$ cat config.mk
export PLATFORM = sky130hd
export DESIGN_NAME = pwm_setpoint_ctrl
export DESIGN_NICKNAME = d
export VERILOG_FILES = /design/src/rtl/pwm_ctrl_pkg.sv /design/src/rtl/ramp_tick.sv /design/src/rtl/pwm_setpoint_ctrl.sv
export SDC_FILE = /design/constraint.sdc
export NUM_CORES = 1
export LEC_CHECK = 0
export BUFFER_PORTS_ARGS = -buffer_cell sky130_fd_sc_hd__clkbuf_2
export CORE_MARGIN = 1
export CORE_UTILIZATION = 55
export DETAILED_ROUTE_END_ITERATION = 16
export GPL_TIMING_DRIVEN = 0
export PLACE_DENSITY = 0.79
export SLEW_MARGIN = 20
export SYNTH_ARGS = -nofsm -noshare
export SYNTH_HDL_FRONTEND = slang
export SYNTH_SLANG_ARGS = --single-unit
$ cat constraint.sdc
create_clock -name clk -period 3.2 [get_ports clk]
set_input_delay 0.32 -clock clk [delete_from_list [all_inputs] [get_ports clk]]
set_output_delay 0.32 -clock clk [all_outputs]
set_load 0.1 [all_outputs]
$ cat src/rtl/pwm_ctrl_pkg.sv
// Shared definitions for the PWM operating-point sequencer: state encoding and
// level-code sizing.
package pwm_ctrl_pkg;

  localparam int DEF_LEVEL_W = 3;
  localparam int LEVEL_MAX   = (1 << DEF_LEVEL_W) - 1;

  typedef enum logic [2:0] {
    IDLE,
    TRACK,
    RAMP,
    DRAIN,
    SWITCH
  } state_t;

endpackage

$ cat src/rtl/ramp_tick.sv
// Period-end divider: emits a one-cycle step on every RAMP_PERIODS-th period_end
// pulse since the last clear.
module ramp_tick #(
  parameter int RAMP_PERIODS = 16
) (
  input  logic clk,
  input  logic rst,
  input  logic clr,
  input  logic period_end,
  output logic step
);

  localparam int CNT_W = (RAMP_PERIODS > 1) ? $clog2(RAMP_PERIODS) : 1;
  localparam logic [CNT_W-1:0] LAST = CNT_W'(RAMP_PERIODS - 1);

  logic [CNT_W-1:0] cnt_q;

  // Combinational so the sequencer acts on the same edge that completes the count.
  assign step = period_end && (cnt_q == LAST);

  always_ff @(posedge clk or posedge rst) begin
    if (rst) begin
      cnt_q <= '0;
    end else if (clr) begin
      cnt_q <= '0;
    end else if (period_end) begin
      cnt_q <= (cnt_q == LAST) ? '0 : cnt_q + 1'b1;
    end
  end

endmodule

$ cat src/rtl/pwm_setpoint_ctrl.sv
// Operating-point sequencer for the PWM datapath: soft-ramps the applied current
// level and drains it to zero around every frequency change.
module pwm_setpoint_ctrl
  import pwm_ctrl_pkg::*;
#(
  parameter int RAMP_PERIODS = 16,
  parameter int LEVEL_W      = DEF_LEVEL_W
) (
  input  logic               clk,
  input  logic               rst,
  input  logic               enable,
  input  logic               period_end,
  input  logic [LEVEL_W-1:0] corriente_req,
  input  logic [LEVEL_W-1:0] frecuencia_req,
  output logic [LEVEL_W-1:0] corriente_apl,
  output logic [LEVEL_W-1:0] frecuencia_apl,
  output logic               update_strobe,
  output logic               busy,
  output logic               at_target
);

  state_t             state_q, state_d;
  logic [LEVEL_W-1:0] corr_q, corr_d;
  logic [LEVEL_W-1:0] freq_q, freq_d;
  logic               strobe_q;
  logic               step;
  logic               clr;
  logic               freq_mismatch;

  // One level toward the target; never passes it, so no wrap in either direction.
  function automatic logic [LEVEL_W-1:0] step_toward(input logic [LEVEL_W-1:0] cur,
                                                     input logic [LEVEL_W-1:0] tgt);
    if (cur < tgt)      return cur + 1'b1;
    else if (cur > tgt) return cur - 1'b1;
    else                return cur;
  endfunction

  function automatic logic [LEVEL_W-1:0] sat_dec(input logic [LEVEL_W-1:0] cur);
    return (cur == '0) ? cur : cur - 1'b1;
  endfunction

  assign freq_mismatch = (frecuencia_req != freq_q);
  assign clr           = !enable || (state_d != state_q);

  ramp_tick #(
    .RAMP_PERIODS(RAMP_PERIODS)
  ) u_ramp_tick (
    .clk        (clk),
    .rst        (rst),
    .clr        (clr),
    .period_end (period_end),
    .step       (step)
  );

  always_comb begin
    state_d = state_q;
    corr_d  = corr_q;
    freq_d  = freq_q;
    if (!enable) begin
      state_d = IDLE;
      corr_d  = '0;
    end else begin
      case (state_q)
        IDLE: begin
          state_d = freq_mismatch ? SWITCH : RAMP;
        end
        TRACK: begin
          if (freq_mismatch)                state_d = (corr_q == '0) ? SWITCH : DRAIN;
          else if (corriente_req != corr_q) state_d = RAMP;
        end
        RAMP: begin
          if (freq_mismatch)                state_d = (corr_q == '0) ? SWITCH : DRAIN;
          else if (corriente_req == corr_q) state_d = TRACK;
          else if (step)                    corr_d  = step_toward(corr_q, corriente_req);
        end
        DRAIN: begin
          if (corr_q == '0) state_d = SWITCH;
          else if (step)    corr_d  = sat_dec(corr_q);
        end
        SWITCH: begin
          // Frequency only moves with the output already at zero current.
          if (period_end) begin
            freq_d  = frecuencia_req;
            state_d = RAMP;
          end
        end
        default: state_d = IDLE;
      endcase
    end
  end

  always_ff @(posedge clk or posedge rst) begin
    if (rst) begin
      state_q  <= IDLE;
      corr_q   <= '0;
      freq_q   <= '0;
      strobe_q <= 1'b0;
    end else begin
      state_q  <= state_d;
      corr_q   <= corr_d;
      freq_q   <= freq_d;
      strobe_q <= (corr_d != corr_q) || (freq_d != freq_q);
    end
  end

  assign corriente_apl  = corr_q;
  assign frecuencia_apl = freq_q;
  assign update_strobe  = strobe_q;
  assign busy           = (state_q == RAMP) || (state_q == DRAIN) || (state_q == SWITCH);
  assign at_target      = (state_q == TRACK);

endmodule

==> metrics.txt <==
combinational share of power=54.7%; worst-skew pair later-pin latency=0.27 ns; Rel. slew slack=approximately 64%; CTS H-tree depth=1; Post-Synth Adder-Cell Area=8.07%; synthesized flop and latch total=14; initial drt markers=37; pre-CTS setup slack=roughly 0.57 ns; Final Max Tran Viols=0; Clock power frac=approximately an eighth; Max stage delay cell, worst path=nor4b_1; die width=approximately 46 um; first-pass GRT wire length=roughly 4000 um; final core occ=68.6%; max-cap violations=0; port bufs=16; CTS tree=built; post-synthesis sequential area ratio=roughly a third; full die area=between 2000 and 2500 um2; Post-Route WL=approximately 2400 um; Final Skew=between 0.002 and 0.003 ns; Startpoint Class=flop; critical path class=reg -> reg; Final period util=~86%; Buf/Inv on CP=1; Slew @ Worst Pin=between 0.5 and 0.6 ns; # nets final=160; post_cts resized=0; postcts setup bufs=0; vias per cell=approximately 6.5; Synth Area in Simple Gates=19.8%; Worst Slack Setup Final=~0.45 ns; status=complete, no violations; Area growth syn-to-layout=12.8%; Core Area=between 1500 and 2000 um2; post-synthesis mux area share=roughly 6.5%; ratio of cells with drive above 1 in the final layout=between 10% and 20%; GRT Util Overall=a little over a quarter; unrepaired setup endpoints after global routing=false; Sequential cell area=between 300 and 400 um2; placed cell count=about 160; worst path cell trace=inv_1, ha_1, nand3_1, and4b_1, a2111oi_1, a311o_1, mux2_4, nor4b_1; area fraction in compound gates after synthesis=roughly 21%; Cell Rows=15; # DRC=0; Final Hold Fails=0; # hold bufs at CTS=0; worst hold slack=between 0.05 and 0.06 ns; num ports=19; Initial Util=between 60% and 70%; Worst path max stage delay=~0.45 ns; final instance area=about 1200 um2; DP HPWL=1950 um; vias in the first global route=989; setup violators final=0; CP max FO=6; CP arrival=2.88 ns; ANT cells=0; nets in the synthesized netlist=between 100 and 150; Mapped Cells=approximately 120; main combinational cell family by area after synthesis=compound AO/OA/AOI/OAI gates; Worst EP required=3.33 ns; GR Overflow Total=0; initial antenna violation count=0; Pwr per Cell Area=580 nW/um2; setup_tns=0 ns; Int Power=0.342 mW; Chip Height=~46 um; routability cong.=approximately 0.90; Max clock buf depth=2; Fmax=364 MHz; Leakage Power=0.571 nW; crit path time final=2.75 ns; XOR/XNOR Fraction of Synth Area=just under 7%; final non-filler cell total=about 170; largest net degree at the start of global routing=15; Switching Power=0.368 mW; wire per inst=approximately 15 um; Design Power=0.710 mW; antenna-violating nets left=0; critical path's top delay family=simple AND/OR/NAND/NOR gates; Seq pwr share=32.1%; CP startpoint=corriente_apl[0]$_DFF_PP0_; multi-input logic area=about 680 um2; CTS sink cnt=14; Worst Hold Class=in -> async; Yosys Warn Count=0; CP Capture Type=flop; DP Area=1200 um2; Num CTS Buffers=3; Yosys cell types=42; routed vias=1075; Post-Syn Area=about 1100 um2; fillcell total=between 100 and 150; iteration count of the initial detailed-routing pass=4; peak supply drop=between 0.5 and 0.6 mV; Worst R2R Start=corriente_apl[0]$_DFF_PP0_; CTS clock-pin slew for the worst setup and hold paths=roughly 0.070 ns; switch share=51.9%; root buf cell=clkbuf_4; Mapped Avg Cell Area=a little under 9 um2
layout by cell type (no fill, tap or decap), drive strengths merged:
master,n
inv,10
o311ai,2
o2bb2ai,1
nor2,7
nor4,1
a31oi,1
nand3,3
o21ai,7
a311oi,1
or3,1
a21oi,8
a41oi,1
nor3b,1
nor4bb,1
o211ai,2
a311o,1
nand4,5
mux2i,1
buf,2
nor2b,3
xnor2,4
nor3,2
nand2b,1
clkinv,1
xor2,2
mux2,5
and4b,1
nand2,11
dfrtp,14
clkbuf,22
ha,7
a21o,4
nor4b,3
o21bai,1
a32oi,1
a2111oi,3
worst register-to-register path, stage by stage (launching register included):
cell and delay (ns):
dfrtp_1 0.43, inv_1 0.12, ha_1 0.28, nand3_1 0.12
and4b_1 0.22, a2111oi_1 0.39, a311o_1 0.26, mux2_4 0.34
nor4b_1 0.45
area by class of cell:
cell class	instances	share of cell area, %
multi-input combinational	92	55.3
tap	25	2.56
timing repair buffer	16	6.54
inverter	11	3.37
sequential	14	28.6
buffer	5	1.74
clock buffer	3	1.84
sequential cells by signal, summed over array words and instances (netlist names):
signal / cells
update_strobe: 1
state_q: 3
frecuencia_apl: 3
corriente_apl: 3
u_ramp_tick.cnt_q: 4
synth_stat cells, drive strengths merged:
library cell | n | area, um2
dfrtp | 14 | 350
nand2 | 11 | 41.3
inv | 10 | 37.5
a21oi | 8 | 40.0
ha | 7 | 87.6
nor2 | 7 | 26.3
o21ai | 7 | 35.0
mux2 | 5 | 60.1
nand4 | 5 | 31.3
a21o | 4 | 30.0
xnor2 | 4 | 57.6
a2111oi | 3 | 27.5
clkbuf | 3 | 11.3
nand3 | 3 | 15.0
nor2b | 3 | 18.8
nor4b | 3 | 26.3
buf | 2 | 10.0
nor3 | 2 | 10.0
o211ai | 2 | 15.0
o311ai | 2 | 17.5
xor2 | 2 | 17.5
a311o | 1 | 10.0
a311oi | 1 | 8.76
a31oi | 1 | 6.26
a32oi | 1 | 8.76
a41oi | 1 | 8.76
and4b | 1 | 10.0
clkinv | 1 | 3.75
mux2i | 1 | 10.0
nand2b | 1 | 6.26
nor3b | 1 | 7.51
nor4 | 1 | 6.26
nor4bb | 1 | 10.0
o21bai | 1 | 7.51
o2bb2ai | 1 | 8.76
or3 | 1 | 6.26
power groups by stage:
stage | combinational, mW | clock, mW | sequential (mW)
floorplan | 0.185 | 0 | 0.364
global placement | 0.376 | 0 | 0.229
detailed placement | 0.385 | 0 | 0.232
CTS | 0.385 | 0.0955 | 0.228
global route | 0.411 | 0.101 | 0.232
finish | 0.388 | 0.0937 | 0.228
cells by family after synthesis:
logic type / after synthesis
simple gates: 40
compound gates: 33
buf+inv: 16
flops: 14
fa+ha+maj: 7
xor+xnor: 6
mux: 6
final timing paths:
| kind | end | slack (ns) | cells after the start |
|---|---|---|---|
| max | u_ramp_tick.cnt_q[1]$_DFFE_PP0P_ | 0.45 | 8 |
| min | u_ramp_tick.cnt_q[3]$_DFFE_PP0P_ | 0.05 | 2 |
| max reg2reg | u_ramp_tick.cnt_q[1]$_DFFE_PP0P_ | 0.45 | 8 |
| min reg2reg | frecuencia_apl[2]$_DFF_PP0_ | 0.58 | 1 |
| max in group asynchronous | frecuencia_apl[0]$_DFF_PP0_ | 2.80 | 2 |
| min in group clk | frecuencia_apl[0]$_DFF_PP0_ | 0.31 | 2 |
per-layer routing:
| layer | routed length, um | vias to the layer above | GRT usage (%) | share of wire (%) |
|---|---|---|---|---|
| met5 | 0 | - | 0 | 0 |
| met4 | 103 | 0 | 9.41 | 4.2 |
| met3 | 194 | 20 | 7.45 | 7.9 |
| met2 | 1170 | 62 | 46.7 | 48 |
| met1 | 981 | 500 | 29.2 | 40 |
| li1 | - | 493 | - | - |
No activity file was read; power rests on OpenSTA's default activity.
